## config.mk

```make
export PLATFORM = sky130hd
export DESIGN_NAME = triangle_fifo_merger_flat
export DESIGN_NICKNAME = d
export VERILOG_FILES = /design/src/rtl/triangle_fifo_merger_pkg.sv /design/src/rtl/triangle_fifo_merger_if.sv /design/src/rtl/triangle_fifo_merger_skid_buf.sv /design/src/rtl/triangle_fifo_merger.sv /design/src/flat_wrapper.sv
export SDC_FILE = /design/constraint.sdc
export NUM_CORES = 2
export LEC_CHECK = 0
export BUFFER_PORTS_ARGS = -buffer_cell sky130_fd_sc_hd__buf_2
export CAP_MARGIN = 20
export CORE_AREA = 2 2 354 356
export CTS_CLUSTER_DIAMETER = 200
export DETAILED_ROUTE_END_ITERATION = 10
export DIE_AREA = 0 0 356 358
export PLACE_DENSITY = 0.81
export REMOVE_ABC_BUFFERS = 1
export SLEW_MARGIN = 20
export SYNTH_ARGS = -nofsm -noshare
export SYNTH_HDL_FRONTEND = slang
export SYNTH_HIERARCHICAL = 1
export SYNTH_SLANG_ARGS = --single-unit
```

## constraint.sdc

```tcl
create_clock -name clk100 -period 19.5 [get_ports clk100]
set_clock_uncertainty 0.1 [all_clocks]
set_input_delay 2.925 -clock clk100 [delete_from_list [all_inputs] [get_ports clk100]]
set_output_delay 2.925 -clock clk100 [all_outputs]
set_load 0.005 [all_outputs]
```

## src/rtl/triangle_fifo_merger_pkg.sv

```systemverilog
// Shared constants, record type and width helpers for the triangle FIFO merger.
package tri_fifo_pkg;

   localparam int unsigned TRI_DATA_W = 224;

   typedef logic [TRI_DATA_W-1:0] tri_rec_t;

   function automatic int unsigned clog2(input int unsigned v);
      int unsigned r;
      r = 0;
      while ((32'd1 << r) < v) r = r + 1;
      return r;
   endfunction

   // Index width that stays at least one bit for single-entry ranges.
   function automatic int unsigned idx_w(input int unsigned n);
      return (n > 1) ? clog2(n) : 1;
   endfunction

endpackage

```

## src/rtl/triangle_fifo_merger_if.sv

```systemverilog
// Producer/consumer bundle of the triangle FIFO merger; master drives, slave is the merger.
interface triangle_fifo_merger_if
   import tri_fifo_pkg::*;
#(
   parameter int unsigned DATA_W    = TRI_DATA_W,
   parameter int unsigned N_SRC     = 2,
   parameter int unsigned BUF_DEPTH = 4
) ();

   localparam int unsigned LVL_W = clog2(BUF_DEPTH + 1);

   logic [DATA_W-1:0]       prio_data;
   logic                    prio_push;
   logic [N_SRC*DATA_W-1:0] src_data;
   logic [N_SRC-1:0]        src_push;
   logic                    src_wait;
   logic [DATA_W-1:0]       out_data;
   logic                    out_push;
   logic                    fifo_full;
   logic                    fifo_prog_full;
   logic [LVL_W-1:0]        buf_level;
   logic                    overflow;

   modport master (
      output prio_data, prio_push, src_data, src_push, fifo_full, fifo_prog_full,
      input  src_wait, out_data, out_push, buf_level, overflow
   );

   modport slave (
      input  prio_data, prio_push, src_data, src_push, fifo_full, fifo_prog_full,
      output src_wait, out_data, out_push, buf_level, overflow
   );

endinterface

```

## src/rtl/triangle_fifo_merger_skid_buf.sv

```systemverilog
// Circular skid buffer: N_WR write ports packed in ascending order after an optional pop.
module tri_skid_buf
   import tri_fifo_pkg::*;
#(
   parameter int unsigned DATA_W = TRI_DATA_W,
   parameter int unsigned N_WR   = 2,
   parameter int unsigned DEPTH  = 4
) (
   input  logic                          clk_i,
   input  logic                          rst_i,
   input  logic                          flush_i,
   input  logic [N_WR-1:0]               wr_en_i,
   input  logic [DATA_W-1:0]             wr_data_i [N_WR],
   input  logic                          pop_i,
   output logic [DATA_W-1:0]             rd_data_o,
   output logic [clog2(DEPTH+1)-1:0]     level_o,
   output logic                          empty_o,
   output logic                          drop_o
);

   localparam int unsigned PTR_W = idx_w(DEPTH);
   localparam int unsigned LVL_W = clog2(DEPTH + 1);

   logic [DATA_W-1:0] mem_q [DEPTH];
   logic [PTR_W-1:0]  rd_ptr_q, rd_ptr_d;
   logic [PTR_W-1:0]  wr_ptr_q, wr_ptr_d;
   logic [LVL_W-1:0]  level_q, level_d;
   logic [N_WR-1:0]   wr_ok;
   logic [PTR_W-1:0]  wr_idx [N_WR];
   logic              do_pop;

   // Operands are always below 2*DEPTH, so one conditional subtract wraps them.
   function automatic logic [PTR_W-1:0] wrap(input int unsigned v);
      return PTR_W'((v >= DEPTH) ? v - DEPTH : v);
   endfunction

   always_comb begin
      int unsigned free_slots;
      int unsigned n_wr;
      do_pop     = pop_i && (level_q != '0);
      free_slots = DEPTH - 32'(level_q) + 32'(do_pop);
      n_wr       = 0;
      wr_ok      = '0;
      drop_o     = 1'b0;
      for (int unsigned i = 0; i < N_WR; i++) begin
         wr_idx[i] = wrap(32'(wr_ptr_q) + n_wr);
         if (wr_en_i[i]) begin
            if (n_wr < free_slots) begin
               wr_ok[i] = 1'b1;
               n_wr     = n_wr + 1;
            end else begin
               drop_o = 1'b1;
            end
         end
      end
      rd_ptr_d = do_pop ? wrap(32'(rd_ptr_q) + 1) : rd_ptr_q;
      wr_ptr_d = wrap(32'(wr_ptr_q) + n_wr);
      level_d  = LVL_W'(32'(level_q) + n_wr - 32'(do_pop));
   end

   always_ff @(posedge clk_i or posedge rst_i) begin
      if (rst_i) begin
         rd_ptr_q <= '0;
         wr_ptr_q <= '0;
         level_q  <= '0;
      end else if (flush_i) begin
         rd_ptr_q <= '0;
         wr_ptr_q <= '0;
         level_q  <= '0;
      end else begin
         rd_ptr_q <= rd_ptr_d;
         wr_ptr_q <= wr_ptr_d;
         level_q  <= level_d;
      end
   end

   always_ff @(posedge clk_i) begin
      if (!flush_i) begin
         for (int unsigned i = 0; i < N_WR; i++) begin
            if (wr_ok[i]) mem_q[wr_idx[i]] <= wr_data_i[i];
         end
      end
   end

   assign rd_data_o = mem_q[rd_ptr_q];
   assign level_o   = level_q;
   assign empty_o   = (level_q == '0);

endmodule

```

## src/rtl/triangle_fifo_merger.sv

```systemverilog
// N-source triangle FIFO merger: never-stalled priority source plus skid-buffered sources.
// Optional checker: define TRI_MERGE_OVERFLOW_CHK_EN to drive the sticky overflow flag.
module triangle_fifo_merger
   import tri_fifo_pkg::*;
#(
   parameter int unsigned DATA_W    = TRI_DATA_W,
   parameter int unsigned N_SRC     = 2,
   parameter int unsigned BUF_DEPTH = 4
) (
   input  logic                   clk100,
   input  logic                   rst,
   input  logic                   nextFrame,
   triangle_fifo_merger_if.slave  bus
);

   localparam int unsigned LVL_W = clog2(BUF_DEPTH + 1);
   localparam int unsigned SEL_W = idx_w(N_SRC);

   logic [DATA_W-1:0] src_arr [N_SRC];
   logic [DATA_W-1:0] head_data;
   logic [LVL_W-1:0]  level;
   logic              empty;
   logic              pop;
   logic              drop;
   logic [N_SRC-1:0]  wr_en;
   logic [N_SRC-1:0]  byp_mask;
   logic [SEL_W-1:0]  byp_sel;
   logic              byp_vld;
   logic              byp_take;
   logic              out_push_q, out_push_d;
   logic [DATA_W-1:0] out_data_q, out_data_d;

   always_comb begin
      for (int unsigned i = 0; i < N_SRC; i++) begin
         src_arr[i] = bus.src_data[i*DATA_W +: DATA_W];
      end
   end

   always_comb begin
      byp_vld  = 1'b0;
      byp_sel  = '0;
      byp_mask = '0;
      for (int unsigned i = 0; i < N_SRC; i++) begin
         if (!byp_vld && bus.src_push[i]) begin
            byp_vld     = 1'b1;
            byp_sel     = SEL_W'(i);
            byp_mask[i] = 1'b1;
         end
      end
   end

   // Bypass only when nothing older is buffered, so per-source order holds.
   assign pop      = !bus.prio_push && !empty;
   assign byp_take = !bus.prio_push && empty && byp_vld;
   assign wr_en    = bus.src_push & ~(byp_take ? byp_mask : '0);

   always_comb begin
      out_push_d = 1'b0;
      out_data_d = '0;
      if (bus.prio_push) begin
         out_push_d = 1'b1;
         out_data_d = bus.prio_data;
      end else if (!empty) begin
         out_push_d = 1'b1;
         out_data_d = head_data;
      end else if (byp_vld) begin
         out_push_d = 1'b1;
         out_data_d = src_arr[byp_sel];
      end
   end

   tri_skid_buf #(
      .DATA_W (DATA_W),
      .N_WR   (N_SRC),
      .DEPTH  (BUF_DEPTH)
   ) u_skid (
      .clk_i     (clk100),
      .rst_i     (rst),
      .flush_i   (nextFrame),
      .wr_en_i   (wr_en),
      .wr_data_i (src_arr),
      .pop_i     (pop),
      .rd_data_o (head_data),
      .level_o   (level),
      .empty_o   (empty),
      .drop_o    (drop)
   );

   always_ff @(posedge clk100 or posedge rst) begin
      if (rst) begin
         out_push_q <= 1'b0;
         out_data_q <= '0;
      end else if (nextFrame) begin
         out_push_q <= 1'b0;
         out_data_q <= '0;
      end else begin
         out_push_q <= out_push_d;
         out_data_q <= out_data_d;
      end
   end

`ifdef TRI_MERGE_OVERFLOW_CHK_EN
   logic overflow_q, overflow_d;

   assign overflow_d = overflow_q | drop | (out_push_q & bus.fifo_full);

   always_ff @(posedge clk100 or posedge rst) begin
      if (rst) begin
         overflow_q <= 1'b0;
      end else if (nextFrame) begin
         overflow_q <= 1'b0;
      end else begin
         overflow_q <= overflow_d;
      end
   end

   assign bus.overflow = overflow_q;
`else
   logic unused_chk;

   assign unused_chk   = ^{drop, bus.fifo_full};
   assign bus.overflow = 1'b0;
`endif

   assign bus.src_wait  = bus.fifo_prog_full || ((BUF_DEPTH - 32'(level)) < N_SRC);
   assign bus.out_push  = out_push_q;
   assign bus.out_data  = out_data_q;
   assign bus.buf_level = level;

endmodule

```

## src/flat_wrapper.sv

```systemverilog
// flat-port wrapper written by rule: the top's interface ports become plain ports
module triangle_fifo_merger_flat import tri_fifo_pkg::*;
#(
   parameter int unsigned DATA_W    = TRI_DATA_W,
   parameter int unsigned N_SRC     = 2,
   parameter int unsigned BUF_DEPTH = 4
)
  (clk100, rst, nextFrame, bus_prio_data, bus_prio_push, bus_src_data, bus_src_push, bus_fifo_full, bus_fifo_prog_full, bus_src_wait, bus_out_data, bus_out_push, bus_buf_level, bus_overflow);
  triangle_fifo_merger_if #(.DATA_W(DATA_W), .N_SRC(N_SRC), .BUF_DEPTH(BUF_DEPTH)) bus_i ();
  input  logic clk100;
  input  logic rst;
  input  logic nextFrame;
  input wire logic [$bits(bus_i.prio_data)-1:0] bus_prio_data;
  input wire logic [$bits(bus_i.prio_push)-1:0] bus_prio_push;
  input wire logic [$bits(bus_i.src_data)-1:0] bus_src_data;
  input wire logic [$bits(bus_i.src_push)-1:0] bus_src_push;
  input wire logic [$bits(bus_i.fifo_full)-1:0] bus_fifo_full;
  input wire logic [$bits(bus_i.fifo_prog_full)-1:0] bus_fifo_prog_full;
  output wire logic [$bits(bus_i.src_wait)-1:0] bus_src_wait;
  output wire logic [$bits(bus_i.out_data)-1:0] bus_out_data;
  output wire logic [$bits(bus_i.out_push)-1:0] bus_out_push;
  output wire logic [$bits(bus_i.buf_level)-1:0] bus_buf_level;
  output wire logic [$bits(bus_i.overflow)-1:0] bus_overflow;
  assign bus_i.prio_data = bus_prio_data;
  assign bus_i.prio_push = bus_prio_push;
  assign bus_i.src_data = bus_src_data;
  assign bus_i.src_push = bus_src_push;
  assign bus_i.fifo_full = bus_fifo_full;
  assign bus_i.fifo_prog_full = bus_fifo_prog_full;
  assign bus_src_wait = bus_i.src_wait;
  assign bus_out_data = bus_i.out_data;
  assign bus_out_push = bus_i.out_push;
  assign bus_buf_level = bus_i.buf_level;
  assign bus_overflow = bus_i.overflow;
  triangle_fifo_merger #(.DATA_W(DATA_W), .N_SRC(N_SRC), .BUF_DEPTH(BUF_DEPTH)) u_core (.clk100(clk100), .rst(rst), .nextFrame(nextFrame), .bus(bus_i));
endmodule
```

==> impl_metrics.env <==
export IMPL_setup_worst_path_end_class="flop"
export IMPL_slowest_delay_ns=0.97
export IMPL_wl_met3_mm=14.6
export IMPL_slew_viol_final=0
export IMPL_cts_root_buf="clkbuf_16"
export IMPL_ctsResizeCount=0
export IMPL_power_density_mw_per_mm2=120
export IMPL_insertion_delay_ns=0.72
export IMPL_place_ws_ns=10.04
export IMPL_period_minus_slack_ns=8.68
export IMPL_grt_total_usage_pct=24.4
export IMPL_crit_arrival_ns=8.91
export IMPL_num_rows=129
export IMPL_cp_required_ns=19.73
export IMPL_max_freq_ghz=0.115
export IMPL_grt_pass1_vias=38000
export IMPL_portBuffers=907
export IMPL_power_total_w=0.00814
export IMPL_ys_warn_count=6
export IMPL_grt_overflow=0
export IMPL_period_share_pct=44.5
export IMPL_antenna_found_initial=52
export IMPL_cts_buffers=118
export IMPL_setup_viol=0
export IMPL_io_pin_count=910
export IMPL_fin_setup_tns_ns=0
export IMPL_clock_sinks=1128
export IMPL_post_cts_buffers=0
export IMPL_grt_max_degree=120
export IMPL_top_layer_used="met5"
export IMPL_grt_pass1_wl_mm=236
export IMPL_core_area_sq_mm=0.123
export IMPL_crit_chain="buf_2 -> nor2_1 -> nor2b_1 -> ha_1 -> ha_1 -> xor2_1 -> nand2_1 -> nor4_2 -> buf_4 -> nor2_1 -> ha_1 -> nor3_1 -> o211a_4 -> o21bai_4 -> buf_4 -> buf_4"
export IMPL_max_cap_violations=0
export IMPL_fin_area_sq_mm=0.0680
export IMPL_critPathKind="primary input to flop"
export IMPL_wl_met1_mm=60.5
export IMPL_first_pass_iters=5
export IMPL_dp_final_hpwl_mm=101
export IMPL_die_height_um=358
export IMPL_initial_utilization_pct=47.7
export IMPL_outcome="finished clean"
export IMPL_cts_hold_buf=0
export IMPL_fin_util_pct=55.2
export IMPL_crit_fanout=55
export IMPL_tritoncts="built"
export IMPL_fp_dieW_um=356
export IMPL_crit_family="buffers and inverters"
export IMPL_vias=37100
export IMPL_path_buf_inv=4
export IMPL_fin_nets=5014
export IMPL_placed_cell_area_sq_mm=0.0640
export IMPL_synthCells=3533
export IMPL_fin_ws_ns=10.82
export IMPL_hold_violations=0
export IMPL_via_per_inst=6.08
export IMPL_detail_route_antenna_nets=0
export IMPL_cts_buffer_depth=3
export IMPL_ir_drop_mv=0.124
export IMPL_dr_wl_met2_mm=80.2
export IMPL_htree_levels=3
export IMPL_power_leakage_nw=25.4
export IMPL_drc_errors=0
export IMPL_slew_headroom_pct=7.54
export IMPL_avgSynthCellArea_sq_um=16.6
export IMPL_drt_initial_drc_count=3678
export IMPL_max_slew_worst_pin_slew_ns=1.39
export IMPL_wl_mm=162
export IMPL_fill_cells=9472
export IMPL_rsz0062_at_grt="false"
export IMPL_drive_gt1_share_pct=55.3
export IMPL_syn_to_final_growth_pct=15.7
export IMPL_clkTransAtPathRegs_ns=0.06
export IMPL_syn_cell_area_sq_mm=0.0588
export IMPL_crit_slowest_cell="o211a_4"
export IMPL_wl_per_cell_um=26.6
export IMPL_gp_congestion=0.874
export IMPL_hp_class="flop to flop"
export IMPL_start_kind="primary input"
export IMPL_die_area_sq_mm=0.127
[layout by cell type (no fill, tap or decap), types with 2 or more instances in the layout]
cell / count
inv_8: 2
diode_2: 32
o211a_4: 4
ha_1: 10
clkinv_2: 18
inv_6: 4
clkinvlp_4: 3
clkbuf_16: 119
buf_4: 53
nor2b_4: 2
xor2_1: 3
mux2_4: 596
buf_12: 8
nand2_1: 230
o21bai_4: 4
buf_2: 906
mux4_2: 224
nor2b_1: 4
a221oi_2: 160
nand2b_1: 2
clkbuf_1: 41
mux2_2: 300
o21ai_0: 278
o21ai_1: 170
inv_1: 11
edfxtp_1: 896
nand4b_1: 2
clkinv_1: 6
nor2_1: 12
dfrtp_1: 230
xnor2_1: 6
a221oi_1: 64
bufinv_16: 7
clkinv_8: 3
dfrtp_4: 2
clkbuf_8: 21
buf_16: 2
nand3b_1: 2
[layout make-up]
type,instances,area [sq um],share of cell area (%)
Antenna cell,32,80.1,0.118
Multi-Input combinational cell,2091,24100,35.4
Inverter,13,68.8,0.101
Clock buffer,181,3420,5.03
Sequential cell,1128,32700,48.1
Clock inverter,42,433,0.636
Tap cell,1637,2050,3.01
Timing Repair Buffer,970,5160,7.59
[stage by stage]
| step | std cells | hold slack, ns |
|---|---|---|
| 2_1_floorplan | 3232 | 0.541 |
| 3_3_place_gp | 5837 | 0.593 |
| 3_5_place_dp | 5837 | 0.597 |
| 4_1_cts | 6060 | 0.618 |
| 5_1_grt | 6087 | 0.639 |
| 6_report | 6094 | 0.620 |
[path summary, 6_finish.rpt]
kind	start	endpoint	slack [ns]	cells after the start
min in group asynchronous	rst	u_core/u_skid/level_o[2]$_DFF_PP0_	2.12	2
setup reg to reg	u_core/u_skid/level_o[0]$_DFF_PP0_	u_core/u_skid/mem_q[0][56]$_DFFE_PP_	11.87	18
hold / removal	u_core/u_skid/wr_ptr_q[0]$_DFF_PP0_	u_core/u_skid/wr_ptr_q[0]$_DFF_PP0_	0.62	2
max in group asynchronous	rst	u_core/bus.out_data[62]$_DFF_PP0_	15.20	4
hold reg to reg	u_core/u_skid/wr_ptr_q[0]$_DFF_PP0_	u_core/u_skid/wr_ptr_q[0]$_DFF_PP0_	0.62	2
setup / recovery	bus_prio_push	u_core/u_skid/mem_q[0][56]$_DFFE_PP_	10.82	16
[state kept, by name (all words and copies together) (netlist names)]
register,count
u_core/u_skid/mem_q,896
u_core/bus.out_push,1
u_core/u_skid/rd_ptr_q,2
u_core/u_skid/level_o,3
u_core/u_skid/wr_ptr_q,2
u_core/bus.out_data,224
[report_power, final]
part / internal [W] / switching (W) / total, W
clock network: 0.00130 / 0.000955 / 0.00225
registers: 0.00322 / 0.000143 / 0.00336
logic: 0.00114 / 0.00138 / 0.00252
[metal layers]
| layer | track usage (%) | vias up |
|---|---|---|
| met5 | 0 | - |
| met4 | 11.2 | 44 |
| met3 | 5.49 | 369 |
| met2 | 40.7 | 2001 |
| met1 | 30.4 | 18900 |
| li1 | - | 15800 |
[worst min-delay path, stage by stage, from the launching register on]
cell and delay [ns]:
dfrtp_1 0.42, ha_1 0.15, nor2b_1 0.11
(Power assumes the default switching activity.)
